--- src/rtl/dmem_arbiter_pkg.sv ---
// Shared encodings for the data-memory arbiter: FSM states, master ids, word size.
package dmem_arbiter_pkg;

    typedef enum logic [1:0] {
        ST_IDLE   = 2'd0,
        ST_ACCESS = 2'd1,
        ST_RESP   = 2'd2
    } state_t;

    localparam logic MASTER_CPU = 1'b0;
    localparam logic MASTER_DMA = 1'b1;

    localparam int unsigned WORD_BYTES = 4;

endpackage

--- src/rtl/dmem_arbiter_rr_arbiter2.sv ---
// Combinational two-way round-robin grant: a lone requester wins outright,
// and on a tie the master that did not win last time is chosen.
module rr_arbiter2
    import dmem_arbiter_pkg::*;
(
    input  logic i_valid0,
    input  logic i_valid1,
    input  logic i_last_grant,
    output logic o_grant_valid,
    output logic o_grant_id
);

    always_comb begin
        o_grant_valid = i_valid0 | i_valid1;
        o_grant_id    = MASTER_CPU;
        if (i_valid0 && i_valid1) begin
            o_grant_id = ~i_last_grant;
        end else if (i_valid1) begin
            o_grant_id = MASTER_DMA;
        end
    end

endmodule

--- src/rtl/dmem_arbiter.sv ---
// Two-master arbiter and single-access sequencer in front of the word-wide,
// big-endian data memory. One access in flight; response held until taken.
module dmem_arbiter
    import dmem_arbiter_pkg::*;
#(
    parameter int unsigned MEM_SIZE = 32'h0800,
    parameter int unsigned ADDR_W   = 32
)
(
    input  logic              clk,
    input  logic              rst,

    input  logic              m0_req_valid,
    output logic              m0_req_ready,
    input  logic              m0_req_write,
    input  logic [ADDR_W-1:0] m0_req_addr,
    input  logic [31:0]       m0_req_wdata,
    output logic              m0_rsp_valid,
    input  logic              m0_rsp_ready,
    output logic [31:0]       m0_rsp_rdata,
    output logic              m0_rsp_err,

    input  logic              m1_req_valid,
    output logic              m1_req_ready,
    input  logic              m1_req_write,
    input  logic [ADDR_W-1:0] m1_req_addr,
    input  logic [31:0]       m1_req_wdata,
    output logic              m1_rsp_valid,
    input  logic              m1_rsp_ready,
    output logic [31:0]       m1_rsp_rdata,
    output logic              m1_rsp_err,

    output logic              mem_write,
    output logic              mem_read,
    output logic [31:0]       mem_address,
    output logic [31:0]       mem_write_data,
    input  logic [31:0]       mem_read_data
);

    localparam logic [ADDR_W-1:0] LAST_WORD_ADDR = ADDR_W'(MEM_SIZE - WORD_BYTES);

    state_t       r_state;
    logic         r_last_grant;
    logic         r_owner;
    logic         r_write;
    logic         r_m0_rsp_valid;
    logic         r_m1_rsp_valid;
    logic [31:0]  r_rdata;
    logic         r_err;
    logic         r_mem_write;
    logic         r_mem_read;
    logic [31:0]  r_mem_address;
    logic [31:0]  r_mem_write_data;

    logic              w_grant_valid;
    logic              w_grant_id;
    logic              w_accept;
    logic              w_req_write;
    logic [ADDR_W-1:0] w_req_addr;
    logic [31:0]       w_req_wdata;
    logic              w_req_err;
    logic              w_rsp_taken;

    rr_arbiter2 u_rr (
        .i_valid0      (m0_req_valid),
        .i_valid1      (m1_req_valid),
        .i_last_grant  (r_last_grant),
        .o_grant_valid (w_grant_valid),
        .o_grant_id    (w_grant_id)
    );

    assign w_accept     = (r_state == ST_IDLE) && w_grant_valid;
    assign m0_req_ready = w_accept && (w_grant_id == MASTER_CPU);
    assign m1_req_ready = w_accept && (w_grant_id == MASTER_DMA);

    assign w_req_write = (w_grant_id == MASTER_DMA) ? m1_req_write : m0_req_write;
    assign w_req_addr  = (w_grant_id == MASTER_DMA) ? m1_req_addr  : m0_req_addr;
    assign w_req_wdata = (w_grant_id == MASTER_DMA) ? m1_req_wdata : m0_req_wdata;

    // Full-width compare so wrapped or high addresses never alias into the array.
    assign w_req_err = (w_req_addr[1:0] != 2'b00) || (w_req_addr > LAST_WORD_ADDR);

    assign w_rsp_taken = (r_m0_rsp_valid && m0_rsp_ready) || (r_m1_rsp_valid && m1_rsp_ready);

    always_ff @(posedge clk) begin
        if (rst) begin
            r_state          <= ST_IDLE;
            r_last_grant     <= MASTER_DMA;
            r_owner          <= MASTER_CPU;
            r_write          <= 1'b0;
            r_m0_rsp_valid   <= 1'b0;
            r_m1_rsp_valid   <= 1'b0;
            r_rdata          <= '0;
            r_err            <= 1'b0;
            r_mem_write      <= 1'b0;
            r_mem_read       <= 1'b0;
            r_mem_address    <= '0;
            r_mem_write_data <= '0;
        end else begin
            case (r_state)
                ST_IDLE: begin
                    if (w_accept) begin
                        r_last_grant     <= w_grant_id;
                        r_owner          <= w_grant_id;
                        r_write          <= w_req_write;
                        r_mem_address    <= 32'(w_req_addr);
                        r_mem_write_data <= w_req_wdata;
                        if (w_req_err) begin
                            r_err          <= 1'b1;
                            r_rdata        <= '0;
                            r_m0_rsp_valid <= (w_grant_id == MASTER_CPU);
                            r_m1_rsp_valid <= (w_grant_id == MASTER_DMA);
                            r_state        <= ST_RESP;
                        end else begin
                            r_err       <= 1'b0;
                            r_mem_write <= w_req_write;
                            r_mem_read  <= ~w_req_write;
                            r_state     <= ST_ACCESS;
                        end
                    end
                end
                ST_ACCESS: begin
                    r_rdata        <= r_write ? 32'h0 : mem_read_data;
                    r_mem_write    <= 1'b0;
                    r_mem_read     <= 1'b0;
                    r_m0_rsp_valid <= (r_owner == MASTER_CPU);
                    r_m1_rsp_valid <= (r_owner == MASTER_DMA);
                    r_state        <= ST_RESP;
                end
                ST_RESP: begin
                    if (w_rsp_taken) begin
                        r_m0_rsp_valid <= 1'b0;
                        r_m1_rsp_valid <= 1'b0;
                        r_state        <= ST_IDLE;
                    end
                end
                default: begin
                    r_mem_write    <= 1'b0;
                    r_mem_read     <= 1'b0;
                    r_m0_rsp_valid <= 1'b0;
                    r_m1_rsp_valid <= 1'b0;
                    r_state        <= ST_IDLE;
                end
            endcase
        end
    end

    assign m0_rsp_valid   = r_m0_rsp_valid;
    assign m1_rsp_valid   = r_m1_rsp_valid;
    assign m0_rsp_rdata   = r_rdata;
    assign m1_rsp_rdata   = r_rdata;
    assign m0_rsp_err     = r_err;
    assign m1_rsp_err     = r_err;
    assign mem_write      = r_mem_write;
    assign mem_read       = r_mem_read;
    assign mem_address    = r_mem_address;
    assign mem_write_data = r_mem_write_data;

endmodule

--- config.mk ---
export PLATFORM = sky130hd
export DESIGN_NAME = dmem_arbiter
export DESIGN_NICKNAME = d
export VERILOG_FILES = /design/src/rtl/dmem_arbiter_pkg.sv /design/src/rtl/dmem_arbiter_rr_arbiter2.sv /design/src/rtl/dmem_arbiter.sv
export SDC_FILE = /design/constraint.sdc
export NUM_CORES = 1
export LEC_CHECK = 0
export CORE_AREA = 2 2 119 121
export CTS_BUF_LIST = sky130_fd_sc_hd__clkbuf_8
export CTS_CLUSTER_DIAMETER = 50
export DETAILED_ROUTE_END_ITERATION = 10
export DIE_AREA = 0 0 121 123
export PLACE_DENSITY = 0.76
export SYNTH_ARGS = -nofsm -noshare
export SYNTH_HDL_FRONTEND = slang
export SYNTH_SLANG_ARGS = --single-unit
--- constraint.sdc ---
create_clock -name clk -period 2.8 [get_ports clk]
set_input_delay 0.42 -clock clk [delete_from_list [all_inputs] [get_ports clk]]
set_output_delay 0.42 -clock clk [all_outputs]
set_load 0.02 [all_outputs]
# == Word-level counts from Yosys, hierarchy flattened ==
# Cells that the tools add are included.
# W data, S select, Z words.
# totals
n_memories,0
output_inout_bits,136
in_bits,168
elab_cells,68
ff_bits,106
latchBits,0
mem_bits_ro,0
mem_bits_rw,0
# classes
magnitude_cmp,1
div_mod_pow,0
n_addsub,0
eq_ne,6
bitwise,6
shift,0
n_reduce_logical,16
mux,27
mul,0
# op_table
op,count
$mux W32,5
$pmux W32 S2,1
$gt A32 B11 Y1 const B,1
$mux W1,13
$reduce_and A3 Y1,3
$ne A2 B2 Y1 const B,4
$logic_and A1 B1 Y1,6
$mux W2,3
$pmux W1 S3,2
$pmux W2 S3,1
$not A1 Y1,5
$pmux W1 S2,2
$reduce_and A2 Y1,2
$reduce_bool A2 Y1,2
$eq A2 B1 Y1 const B,1
$eq A2 B2 Y1 const B,1
$logic_not A2 Y1,1
$logic_or A1 B1 Y1,2
$or A1 B1 Y1,1

# == Longest topological paths before layout ==
# logic_depth
word_depth,8
depth_mapped,7
mapped_depth_nobuf,6

# == By module ==
# Synthesis repeated with hierarchy kept, for this count alone.
# hier_totals
cells_unflattened,465
area_unflattened_um2,4585.6
# modules_own_cells
module,seq_area_each_um2,instances,cells_per_inst,area_per_inst_um2
dmem_arbiter,2122.0,1,463,4571.9
rr_arbiter2,0.0,1,2,13.8

# == Worst setup path after synthesis ==
# No wires, ideal clock.
# synth_path
path_type,input-to-reg
startpoint,input m1_req_addr[31]
endpoint,register r_rdata[0] (netlist: m0_rsp_rdata[0])
t_arrival_ns,1.637
stages,6
required_ns,2.741
path_buffers,1
setup_time_ns,0.059
setup_slack_ns,1.104
path_cell_list,nor4_1 > nand4_1 > a221oi_2 > o21ba_4 > buf_6 > a22o_1
# synth_via
elab_chain_cells,5
# synth_lines
element,line_no,source
"start, declared",dmem_arbiter.sv:26,"input logic [ADDR_W-1:0] m1_req_addr,"
$mux W32,dmem_arbiter.sv:77,assign w_req_addr = (w_grant_id == MASTER_DMA) ? m1_req_addr : m0_req_addr;
$gt A32 B11 Y1,dmem_arbiter.sv:81,assign w_req_err = (w_req_addr[1:0] != 2'b00) || (w_req_addr > LAST_WORD_ADDR);
$logic_or A1 B1 Y1,dmem_arbiter.sv:81,
$ne A2 B2 Y1 (no source line),-,
$reduce_and A3 Y1 (no source line),-,
"end signal, assigned",dmem_arbiter.sv:123,r_rdata <= r_write ? 32'h0 : mem_read_data;
"end, declared",dmem_arbiter.sv:48,logic [31:0] r_rdata;
# Every way passes these cells.
# A chain may end at the register's enable or synchronous reset.

# == Final worst setup path ==
# layout_path
startpoint,input m0_req_valid
endpoint,output m1_req_ready
# layout_via
elab_chain_cells,3
elab_cells_between_ends,5
cone_classes,1 x mux; 1 x bitwise; 3 x reduce/logical
# layout_lines
element,line_no,source
"start, declared",dmem_arbiter.sv:13,"input logic m0_req_valid,"
$or A1 B1 Y1 / $logic_and A1 B1 Y1 (equally long branches),"dmem_arbiter_rr_arbiter2.sv:14, dmem_arbiter_rr_arbiter2.sv:16",
$logic_and A1 B1 Y1 / $mux W1 (equally long branches),"dmem_arbiter.sv:72, dmem_arbiter_rr_arbiter2.sv:16",
$logic_and A1 B1 Y1 *,dmem_arbiter.sv:74,assign m1_req_ready = w_accept && (w_grant_id == MASTER_DMA);
"end, declared",dmem_arbiter.sv:24,"output logic m1_req_ready,"
# Mark *: on every way between the ends. The rest lies on a longest branch, timed or not.

==> impl_results.md <==
- H-tree Lvls: 3
- Fraction of registers with async set/reset: 0
- Core area: 0.0136 mm²
- Critical path class: in -> out
- Status: finished clean
- Rel. slew slack: 0.575
- Drt wl/cell: 16.8 µm
- Detailed Place HPWL: 12.5 mm
- Number of global-route vias before repair: 4,831
- Hold depth: 1
- First-pass GRT wire length: 24.0 mm
- Post-Syn Nets: 696
- Critical path arrival: 2.26 ns
- Most frequent cells in the layout: 302 x clkdlybuf4s50_1, 129 x nand2_1, 106 x dfxtp_1
- Die width: 121 µm
- GR Util met3: 0.0600
- Total GRT Usage: 0.207
- GPL Wtd Cong: 0.924
- FF-to-FF path depth: 5
- Post-synthesis cell area: 0.00450 mm²
- Dominant synthesized flop cell: dfxtp_1
- Setup bufs post-CTS: 0
- # DRC: 0
- # port buffers: 303
- DIE AREA: 0.0149 mm²
- Share of layout cells above drive strength 1: 0.0435
- Startpoint types: input port
- CP Data Required Time: 2.38 ns
- First-pass DRT Iterations: 4
- Met2 Track Usage GR: 0.375
- Pre-CTS setup slack: -0.0837 ns
- Final Net Count: 944
- Critical path capture point type: output port
- Setup-failing EPs final: 0
- Mean post-synth cell area: 8.53 µm²
- Post-DRT Antenna Nets: 0
- Routed Wire Length: 16.2 mm
- Antenna fix cells: 0
- Initial DRC count: 206
- Period utilization: 0.956
- Hold buffer count at cts: 0
- Met1 Track Usage GR: 0.217
- Hold WC Path Type: reg -> reg
- # resized after CTS: 0
- TritonCTS clock tree: yes
- P&R area growth vs syn: 69.1%
- Seq cells post-synth: 106
- Vias per cell: 5.08
- CTS clk-pin slew, worst paths: 0.09 ns
- Pins Over Slew Limit: 0
- Post-route minimum period: 2.68 ns
- Most common cell after layout, fill and taps aside: clkdlybuf4s50_1
- Maxcap violations: 0
- Row count: 43
- Synth Instances: 528
- Smallest setup slack after layout: 0.124 ns
- Clock sinks: 106
- Clk_skew: 0.00586 ns
- Top Ports: 304
- Final instance area: 0.00762 mm²
- Unrepaired setup endpoints after global routing: no
- Clk root buf: clkbuf_8
- Vias: 4,884
- Inserted Clock Buffers: 9
- CTS Buffer Depth: 2
- Cell Pwr Density: 476 mW/mm²
- Fmax: 374 MHz
- Largest net degree at the start of global routing: 81
- Global route hottest layer: met2
- Final Hold Vio Count: 0
- Worst VDD drop: 0.000231 V
- Netlist cell types: 33
- Gr ovfl total: 0
- Die Y: 123 µm
- Crit-path max FO: 5
- Yosys warning total: 0
- Starting Density: 0.331
- Worst slew pin tran: 0.638 ns
- Number of synthesized flops with an enable pin: 0
- Clk_lat worst skew: 0.37 ns
- Seq/Total Area, Yosys: 0.471
- Static Leak: 0.00286 µW
- Initial antenna violation count: 0
- Placed inst area: 0.00742 mm²
power by group:
group	total (µW)	switching [µW]	leakage (µW)	internal, µW
Sequential	1680	64.4	0.000872	1620
Combinational	998	488	0.00189	511
Clock	947	515	0.000107	432
state kept, by name, summed over array words and instances (netlist names):
name	count
m0_rsp_rdata	32
r_state	2
mem_read	1
m0_rsp_err	1
m0_rsp_valid	1
mem_write	1
m1_rsp_valid	1
mem_write_data	32
r_owner	1
r_write	1
mem_address	32
r_last_grant	1
path summary, 6_finish.rpt:
kind / startpoint / endpoint / slack (ns)
hold reg to reg: mem_write / mem_write / 0.48
hold / removal: mem_write / mem_write / 0.48
setup reg to reg: r_last_grant / m0_rsp_rdata[0] / 0.67
setup / recovery: m0_req_valid / m1_req_ready / 0.12
routing by layer:
layer  vias to the layer above  part of all wire
li1                       2340                 -
met1                      2258              0.37
met2                       250              0.51
met3                        36             0.084
met4                         0             0.035
met5                         -                 0
stage by stage:
| stage | TNS [ns] | util | power (µW) | std cells | hold slack (ns) |
|---|---|---|---|---|---|
| after floorplan | 0 | - | 2160 | 528 | 0.478 |
| after global placement | 0 | 0.545 | 2690 | 945 | 0.466 |
| after detailed placement | -1.87 | 0.545 | 2720 | 945 | 0.455 |
| after CTS | 0 | 0.560 | 3680 | 961 | 0.481 |
| after global routing | 0 | 0.560 | 3810 | 961 | 0.497 |
| final | 0 | 0.560 | 3630 | 961 | 0.479 |
synth_stat cells, drive strengths merged, types with 3 or more instances:
master,count,area (µm²)
nand2,129,484
dfxtp,106,2120
nor2,75,284
a311oi,64,561
buf,51,344
a22o,33,289
clkbuf,25,93.8
nor4,10,62.6
a211oi,4,30.0
nand4,4,25.0
inv,3,11.3
nor3,3,15.0
final cells by class:
cell class	instances	area, µm²
multi-input cells	343	1950
clock buffers	10	138
inverters	3	11.3
repair buffers	313	3120
well taps	180	225
fillers	1194	6000
clock inverters	6	57.6
flip-flops and latches	106	2120
critical path, stage by stage:
cell             delay, ns
clkdlybuf4s50_1       0.44
buf_4                 0.17
a21bo_2               0.26
nor2_1                0.28
clkdlybuf4s50_1       0.67
logic make-up (layout without fill, tap and decap cells):
family | count (synthesis) | in the layout | share of synthesized area
flops | 106 | 106 | 0.471
simple gates | 229 | 229 | 0.206
compound gates | 113 | 113 | 0.221
buf+inv | 79 | 332 | 0.0997
mux | 1 | 1 | 0.00222
(Power assumes the default switching activity.)
